### src/rtl/lsu_tlbrd_pipe.sv
// TLB tag/data diagnostic-read return path: issue, parity check, format, and a
// credit-protected result FIFO with saturating error counters and a first-error log.
module lsu_tlbrd_pipe #(
    parameter int TAG_W  = 59,
    parameter int DATA_W = 43,
    parameter int NTHR   = 4,
    parameter int DEPTH  = 4,
    parameter int CNT_W  = 8,
    parameter int TID_W  = (NTHR > 1) ? $clog2(NTHR) : 1,
    parameter logic [TAG_W-1:0]  TAG_PMASK  = {TAG_W{1'b1}},
    parameter logic [DATA_W-1:0] DATA_PMASK = {DATA_W{1'b1}}
) (
    input  logic              rclk,
    input  logic              rst,
    input  logic              rd_req_vld,
    input  logic              rd_req_sel,
    input  logic [TID_W-1:0]  rd_req_tid,
    output logic              rd_req_rdy,
    output logic              tlb_rd_en,
    output logic              tlb_rd_sel,
    input  logic [TAG_W-1:0]  tlb_rd_tte_tag,
    input  logic              tlb_rd_tte_tag_parity,
    input  logic [DATA_W-1:0] tlb_rd_tte_data,
    input  logic              tlb_rd_tte_data_parity,
    input  logic              par_chk_en,
    output logic              rsp_vld,
    input  logic              rsp_rdy,
    output logic [63:0]       rsp_data,
    output logic [TID_W-1:0]  rsp_tid,
    output logic              rsp_perr,
    output logic [CNT_W-1:0]  tag_perr_cnt,
    output logic [CNT_W-1:0]  data_perr_cnt,
    output logic              perr_first_vld,
    output logic [TID_W-1:0]  perr_first_tid,
    input  logic              err_cnt_clr
);
    localparam int PTR_W = (DEPTH > 1) ? $clog2(DEPTH) : 1;
    localparam int OCC_W = $clog2(DEPTH + 3) + 1;

    logic              s1_vld_q, s1_vld_d, s1_sel_q, s1_sel_d;
    logic [TID_W-1:0]  s1_tid_q, s1_tid_d;
    logic              s2_vld_q, s2_vld_d, s2_sel_q, s2_sel_d, s2_par_q, s2_par_d;
    logic [TID_W-1:0]  s2_tid_q, s2_tid_d;
    logic [62:0]       s2_word_q, s2_word_d;
    logic [PTR_W-1:0]  wr_ptr_q, wr_ptr_d, rd_ptr_q, rd_ptr_d;
    logic [OCC_W-1:0]  fifo_cnt_q, fifo_cnt_d, occ;
    logic [CNT_W-1:0]  tag_cnt_q, tag_cnt_d, data_cnt_q, data_cnt_d;
    logic              first_vld_q, first_vld_d;
    logic [TID_W-1:0]  first_tid_q, first_tid_d;
    logic [63:0]       mem_data_q [DEPTH];
    logic [TID_W-1:0]  mem_tid_q  [DEPTH];

    logic [62:0] pmask;
    logic        perr, push, pop, tag_inc, data_inc, perr_push;

    function automatic logic [PTR_W-1:0] ptr_inc(input logic [PTR_W-1:0] p);
        return (p == PTR_W'(DEPTH - 1)) ? '0 : p + 1'b1;
    endfunction

    // Credit uses registered occupancy only; a pop this cycle frees a slot next cycle.
    always_comb begin
        occ        = fifo_cnt_q + OCC_W'(s1_vld_q) + OCC_W'(s2_vld_q);
        rd_req_rdy = ~rst & (occ < OCC_W'(DEPTH));
        tlb_rd_en  = rd_req_vld & rd_req_rdy;
        tlb_rd_sel = tlb_rd_en & rd_req_sel;
    end

    always_comb begin
        pmask     = s2_sel_q ? 63'(DATA_PMASK) : 63'(TAG_PMASK);
        perr      = par_chk_en & (s2_par_q ^ (^(s2_word_q & pmask)));
        push      = s2_vld_q;
        rsp_vld   = (fifo_cnt_q != '0);
        pop       = rsp_vld & rsp_rdy;
        perr_push = push & perr;
        tag_inc   = perr_push & ~s2_sel_q;
        data_inc  = perr_push & s2_sel_q;
        rsp_data  = rsp_vld ? mem_data_q[rd_ptr_q] : '0;
        rsp_tid   = rsp_vld ? mem_tid_q[rd_ptr_q] : '0;
        rsp_perr  = rsp_data[63];
    end

    always_comb begin
        s1_vld_d  = tlb_rd_en;
        s1_sel_d  = tlb_rd_en ? rd_req_sel : s1_sel_q;
        s1_tid_d  = tlb_rd_en ? rd_req_tid : s1_tid_q;
        s2_vld_d  = s1_vld_q;
        s2_sel_d  = s2_sel_q;
        s2_tid_d  = s2_tid_q;
        s2_word_d = s2_word_q;
        s2_par_d  = s2_par_q;
        if (s1_vld_q) begin
            s2_sel_d  = s1_sel_q;
            s2_tid_d  = s1_tid_q;
            s2_word_d = s1_sel_q ? 63'(tlb_rd_tte_data) : 63'(tlb_rd_tte_tag);
            s2_par_d  = s1_sel_q ? tlb_rd_tte_data_parity : tlb_rd_tte_tag_parity;
        end

        wr_ptr_d   = push ? ptr_inc(wr_ptr_q) : wr_ptr_q;
        rd_ptr_d   = pop  ? ptr_inc(rd_ptr_q) : rd_ptr_q;
        fifo_cnt_d = fifo_cnt_q;
        if (push && !pop)      fifo_cnt_d = fifo_cnt_q + 1'b1;
        else if (!push && pop) fifo_cnt_d = fifo_cnt_q - 1'b1;

        // Clear beats a same-cycle increment but still records that error.
        tag_cnt_d  = tag_cnt_q;
        data_cnt_d = data_cnt_q;
        if (err_cnt_clr) begin
            tag_cnt_d  = CNT_W'(tag_inc);
            data_cnt_d = CNT_W'(data_inc);
        end else begin
            if (tag_inc && tag_cnt_q != '1)   tag_cnt_d  = tag_cnt_q + 1'b1;
            if (data_inc && data_cnt_q != '1) data_cnt_d = data_cnt_q + 1'b1;
        end

        first_vld_d = first_vld_q;
        first_tid_d = first_tid_q;
        if (err_cnt_clr) begin
            first_vld_d = perr_push;
            first_tid_d = perr_push ? s2_tid_q : '0;
        end else if (perr_push && !first_vld_q) begin
            first_vld_d = 1'b1;
            first_tid_d = s2_tid_q;
        end
    end

    always_ff @(posedge rclk) begin
        if (rst) begin
            s1_vld_q    <= 1'b0;
            s1_sel_q    <= 1'b0;
            s1_tid_q    <= '0;
            s2_vld_q    <= 1'b0;
            s2_sel_q    <= 1'b0;
            s2_tid_q    <= '0;
            s2_word_q   <= '0;
            s2_par_q    <= 1'b0;
            wr_ptr_q    <= '0;
            rd_ptr_q    <= '0;
            fifo_cnt_q  <= '0;
            tag_cnt_q   <= '0;
            data_cnt_q  <= '0;
            first_vld_q <= 1'b0;
            first_tid_q <= '0;
        end else begin
            s1_vld_q    <= s1_vld_d;
            s1_sel_q    <= s1_sel_d;
            s1_tid_q    <= s1_tid_d;
            s2_vld_q    <= s2_vld_d;
            s2_sel_q    <= s2_sel_d;
            s2_tid_q    <= s2_tid_d;
            s2_word_q   <= s2_word_d;
            s2_par_q    <= s2_par_d;
            wr_ptr_q    <= wr_ptr_d;
            rd_ptr_q    <= rd_ptr_d;
            fifo_cnt_q  <= fifo_cnt_d;
            tag_cnt_q   <= tag_cnt_d;
            data_cnt_q  <= data_cnt_d;
            first_vld_q <= first_vld_d;
            first_tid_q <= first_tid_d;
        end
    end

    // Storage needs no reset: the read side is masked while the FIFO is empty.
    always_ff @(posedge rclk) begin
        if (push && !rst) begin
            mem_data_q[wr_ptr_q] <= {perr, s2_word_q};
            mem_tid_q[wr_ptr_q]  <= s2_tid_q;
        end
    end

    assign tag_perr_cnt   = tag_cnt_q;
    assign data_perr_cnt  = data_cnt_q;
    assign perr_first_vld = first_vld_q;
    assign perr_first_tid = first_tid_q;
endmodule

### config.mk
export PLATFORM = sky130hd
export DESIGN_NAME = lsu_tlbrd_pipe
export DESIGN_NICKNAME = d
export VERILOG_FILES = /design/src/rtl/lsu_tlbrd_pipe.sv
export SDC_FILE = /design/constraint.sdc
export NUM_CORES = 1
export LEC_CHECK = 0
export CORE_MARGIN = 3
export CORE_UTILIZATION = 30
export CTS_CLUSTER_DIAMETER = 150
export DETAILED_ROUTE_END_ITERATION = 10
export SYNTH_ARGS = -nofsm -noshare
export SYNTH_HDL_FRONTEND = slang
export SYNTH_SLANG_ARGS = --single-unit
### constraint.sdc
create_clock -name rclk -period 4.15 [get_ports rclk]
set_input_delay 0.6225 -clock rclk [delete_from_list [all_inputs] [get_ports rclk]]
set_output_delay 0.6225 -clock rclk [all_outputs]
set_load 0.005 [all_outputs]
* Word-level counts from Yosys, hierarchy flattened *
Memories as Yosys holds them, arrays and structs flattened. A register that Yosys moved wholly into a read port is not among the register bits.
Cells that the tools add are included.

word-level totals
  register bits after elaboration = 99
  RAM bits = 264
  bits of input ports = 113
  output and inout bits = 90
  word-level logic and storage cells = 85
  memories kept = 2

memory list
  memory      words  bits a word  rd ports  clocked after Yosys merged registers in  wr ports  line  source
  mem_data_q  4      64           1         1                                        1         50    logic [63:0] mem_data_q [DEPTH];
  mem_tid_q   4      2            1         1                                        1         51    logic [TID_W-1:0] mem_tid_q [DEPTH];

cells by class
  $add $sub $neg = 8
  $lt $le $gt $ge = 1
  equal/unequal tests = 4
  muxes and demuxes = 24
  bitwise gates (word level) = 12
  reduce and logical (&&, ||, !) cells = 17

operators with widths
  kind                                                                   number
  59-bit two-way mux                                                     2
  64-bit two-way mux                                                     1
  63-bit by 59-bit AND with 63-bit output                                1
  63-bit parity                                                          1
  2-bit two-way mux                                                      10
  8-bit by 1-bit adder with 8-bit output (second input constant)         2
  8-bit inequality test (second input constant)                          2
  1-bit two-way mux                                                      9
  4-bit by 1-bit adder with 4-bit output                                 2
  1-bit AND                                                              8
  4-bit two-way mux                                                      2
  2-bit nonzero test                                                     4
  1-bit logical AND                                                      6
  2-bit by 1-bit adder with 2-bit output (second input constant)         2
  4-bit by 1-bit adder with 4-bit output (second input constant)         1
  2-bit == test (second input constant)                                  2
  1-bit zero test                                                        4
  4-bit by 3-bit < comparator with 1-bit output (second input constant)  1
  4-bit nonzero test                                                     1
  4-bit by 1-bit subtractor with 4-bit output (second input constant)    1
  1-bit inverter                                                         2
  2-bit OR reduction                                                     1
  1-bit XOR                                                              1

* Longest topological paths before layout *
  depth in word-level cells = 10
  depth in mapped cells = 11
  mapped depth without buffers = 11

* Worst setup path before layout *
OpenSTA, ideal clock, no wires.

  path type = input to register
  from = in rst
  to = mem mem_data_q[0][0] (enable)
  library setup time = 0.427 ns
  arrival time = 2.430 ns
  data required time = 3.723 ns
  path slack = 1.293 ns
  stages = 3
  path buffers = 1
  cells stage by stage = clkbuf_1 nor2_1 and2_1

between the ends
  word-level cells in the longest chain between the ends = 4

ends and longest elaborated chain
  item                                     line  source
  from (decl)                              14    input logic rst,
  1-bit zero test                          164   if (push && !rst) begin
  1-bit logical AND                        164
  1-bit two-way mux                        164
  1-bit two-way mux (not written as such)  165   mem_data_q[wr_ptr_q] <= {perr, s2_word_q};
  to (decl)                                50

No other way between the ends.

* Worst setup path after layout *
  from = reg s2_vld_q, in the netlist push
  to = out tlb_rd_en

between the ends
  word-level cells in the longest chain between the ends = 4

ends and longest elaborated chain
  item                                           line  source
  from (decl)                                    42    logic s2_vld_q, s2_vld_d, s2_sel_q, s2_sel_d, s2_par_q, s2_par_d;
  from (signal assigned)                         147   s2_vld_q <= s2_vld_d;
  4-bit by 1-bit adder with 4-bit output         62    occ = fifo_cnt_q + OCC_W'(s1_vld_q) + OCC_W'(s2_vld_q);
  4-bit by 3-bit < comparator with 1-bit output  63    rd_req_rdy = ~rst & (occ < OCC_W'(DEPTH));
  1-bit AND                                      63
  1-bit AND                                      64    tlb_rd_en = rd_req_vld & rd_req_rdy;
  to (decl)                                      19    output logic tlb_rd_en,

No other way between the ends.

==> qor.csv <==
metric,value,unit
status,completed,
crit_required,3.53,ns
arrival,2.76,ns
dr.pass1.iters,5,
maxSlewHeadroom,0.383,
clockBufferDepth,3,
tns,0,ns
synth-edff-count,248,
grt.overflow.total,0,
vias_per_cell,4.68,
cts_hold_buf,0,
yosysUniqueCellTypes,42,
final_cell_mix,"edfxtp_1 (248), clkdlybuf4s50_1 (197), dfxtp_1 (93)",
final_nets,1257,
area_delta_synth_final,28.4,%
grt_pass1_vias,8404,
netlist_area,14300,µm²
fmaxAchievable,295,MHz
crit_fanout,8,
die_y,225,µm
skew,0.0159,ns
place_ws,0.982,ns
pin_count,203,
diodes,0,
cts_resized,0,
portBuffers,198,
maxCapViolations,0,
power_density,678,nW/µm²
slew_viol_final,0,
cts_num_sinks,345,
synth_top_area_cell,edfxtp_1,
hp-class,flip-flop to flip-flop,
postSynthCellCount,939,
cts_tree,built,
path_clk_slew,0.06,ns
insertion_delay,0.52,ns
drc,0,
path_class,flip-flop to output port,
post_cts_buffers,0,
synthFlopType,edfxtp_1,
start_kind,flip-flop,
coreArea,46900,µm²
antenna_found_initial,0,
power,12.5,mW
yosysSeqAreaShare,0.655,
grt_use_total,0.133,
drive_above_1_share,0.126,
worst_slack,0.764,ns
dieArea,50400,µm²
num-fill-cells,4397,
vias,8281,
final_common_cell,edfxtp_1,
cts_max_level,2,
critPathCaptureType,output port,
finalSetupViolations,0,
finalCriticalPeriod,3.39,ns
numCtsBuffers,38,
synth_seq_cells,345,
place_hpwl,20900,µm
first_iter_violations,541,
wl_per_cell,19.2,µm
routed_wl,34000,µm
ys_async_sr_fraction,0,
grt_max_degree,75,
ys_top_cells_by_area,"edfxtp_1 (52%), dfxtp_1 (14%), mux4_2 (9.7%)",
start_util,0.306,
routabilityCongestion,0.754,
cts_root_buffer,clkbuf_16,
die_x,225,µm
worst_pin_slew,0.925,ns
whs,0.486,ns
p_leak,6.01,nW
period_share,0.816,
synth_warnings,0,
grt_pass1_wl,51100,µm
synth.avg_cell_area,15.3,µm²
synth_top_cell_area_share,0.520,
vdd_drop_max,0.000805,V
dp_cells,1699,
final_cells,1768,
finalHoldViolations,0,
ant_nets,0,
num_rows,79,
rsz0062_at_grt,false,
worst max-delay path, cell delays in order (launching register included):
cell,delay (ns)
dfxtp_1,0.52
ha_1,0.30
a21oi_1,0.19
o21ai_0,0.10
a21oi_1,0.30
and2_1,0.29
clkdlybuf4s50_1,0.55
worst paths after layout:
check | start | to | slack, ns | cells after the start
worst max-delay path | push$_SDFF_PP0_ | tlb_rd_en | 0.76 | 6
worst min-delay path | tag_perr_cnt[4]$_SDFFE_PP0P_ | tag_perr_cnt[4]$_SDFFE_PP0P_ | 0.49 | 2
worst max register to register | s2_word_q[43]$_SDFFE_PP0P_ | tag_perr_cnt[3]$_SDFFE_PP0P_ | 1.04 | 7
worst min register to register | tag_perr_cnt[4]$_SDFFE_PP0P_ | tag_perr_cnt[4]$_SDFFE_PP0P_ | 0.49 | 2
registers in the layout, indices dropped and copies added, names as in the netlist, 2 cells and up, named ones only:
register	flops
tag_perr_cnt	8
perr_first_tid	2
rd_ptr_q	2
data_perr_cnt	8
s2_tid_q	2
wr_ptr_q	2
fifo_cnt_q	4
s1_tid_q	2
s2_word_q	59
mem_data_q	240
mem_tid_q	8
synth_stat cells, drive strengths merged, types with 2 or more instances:
cell / number
a211oi: 45
a21oi: 28
and2: 70
and3: 5
buf: 23
clkbuf: 36
dfxtp: 97
edfxtp: 248
ha: 11
inv: 9
mux2i: 62
mux4: 62
nand2: 16
nand3: 13
nand3b: 2
nand4: 3
nor2: 86
nor2b: 19
nor3: 6
nor4: 5
o21ai: 4
o31ai: 3
o32ai: 2
or3: 12
or4: 2
xnor2: 47
xnor3: 7
xor2: 5
through the flow:
stage	utilization	instance area [µm²]
6_report	0.393	18400
5_1_grt	0.393	18400
4_1_cts	0.393	18400
3_5_place_dp	0.363	17000
3_3_place_gp	0.363	17000
2_1_floorplan	-	14300
cell type report:
cell class,instances,area [µm²],area share
Clock buffer,53,1110,0.0605
Inverter,9,33.8,0.00184
Timing Repair Buffer,209,2150,0.117
Tap cell,607,759,0.0413
Multi-Input combinational cell,529,4680,0.255
Clock inverter,16,253,0.0137
Sequential cell,345,9400,0.511
metal layers:
| metal | track usage | up-vias | routed length [µm] |
|---|---|---|---|
| li1 | - | 3919 | - |
| met1 | 0.182 | 4089 | 15300 |
| met2 | 0.220 | 227 | 16100 |
| met3 | 0.0251 | 46 | 1920 |
| met4 | 0.0357 | 0 | 604 |
| met5 | 0 | - | 0 |
report_power, final:
group          switching, mW  leakage [nW]  internal (mW)
sequential             0.314          3.08           4.02
combinational           2.18          2.26           2.35
clock                   1.31         0.664           2.31
logic make-up after synthesis:
| kind of cell | count (synthesis) | synth area share |
|---|---|---|
| xor+xnor | 60 | 0.0455 |
| simple gates | 242 | 0.0869 |
| compound gates | 87 | 0.0407 |
| buf+inv | 68 | 0.0194 |
| flops | 345 | 0.655 |
| mux | 124 | 0.141 |
| fa+ha+maj | 12 | 0.0110 |
| other cells | 1 | 0.000262 |
(Power assumes the default switching activity.)
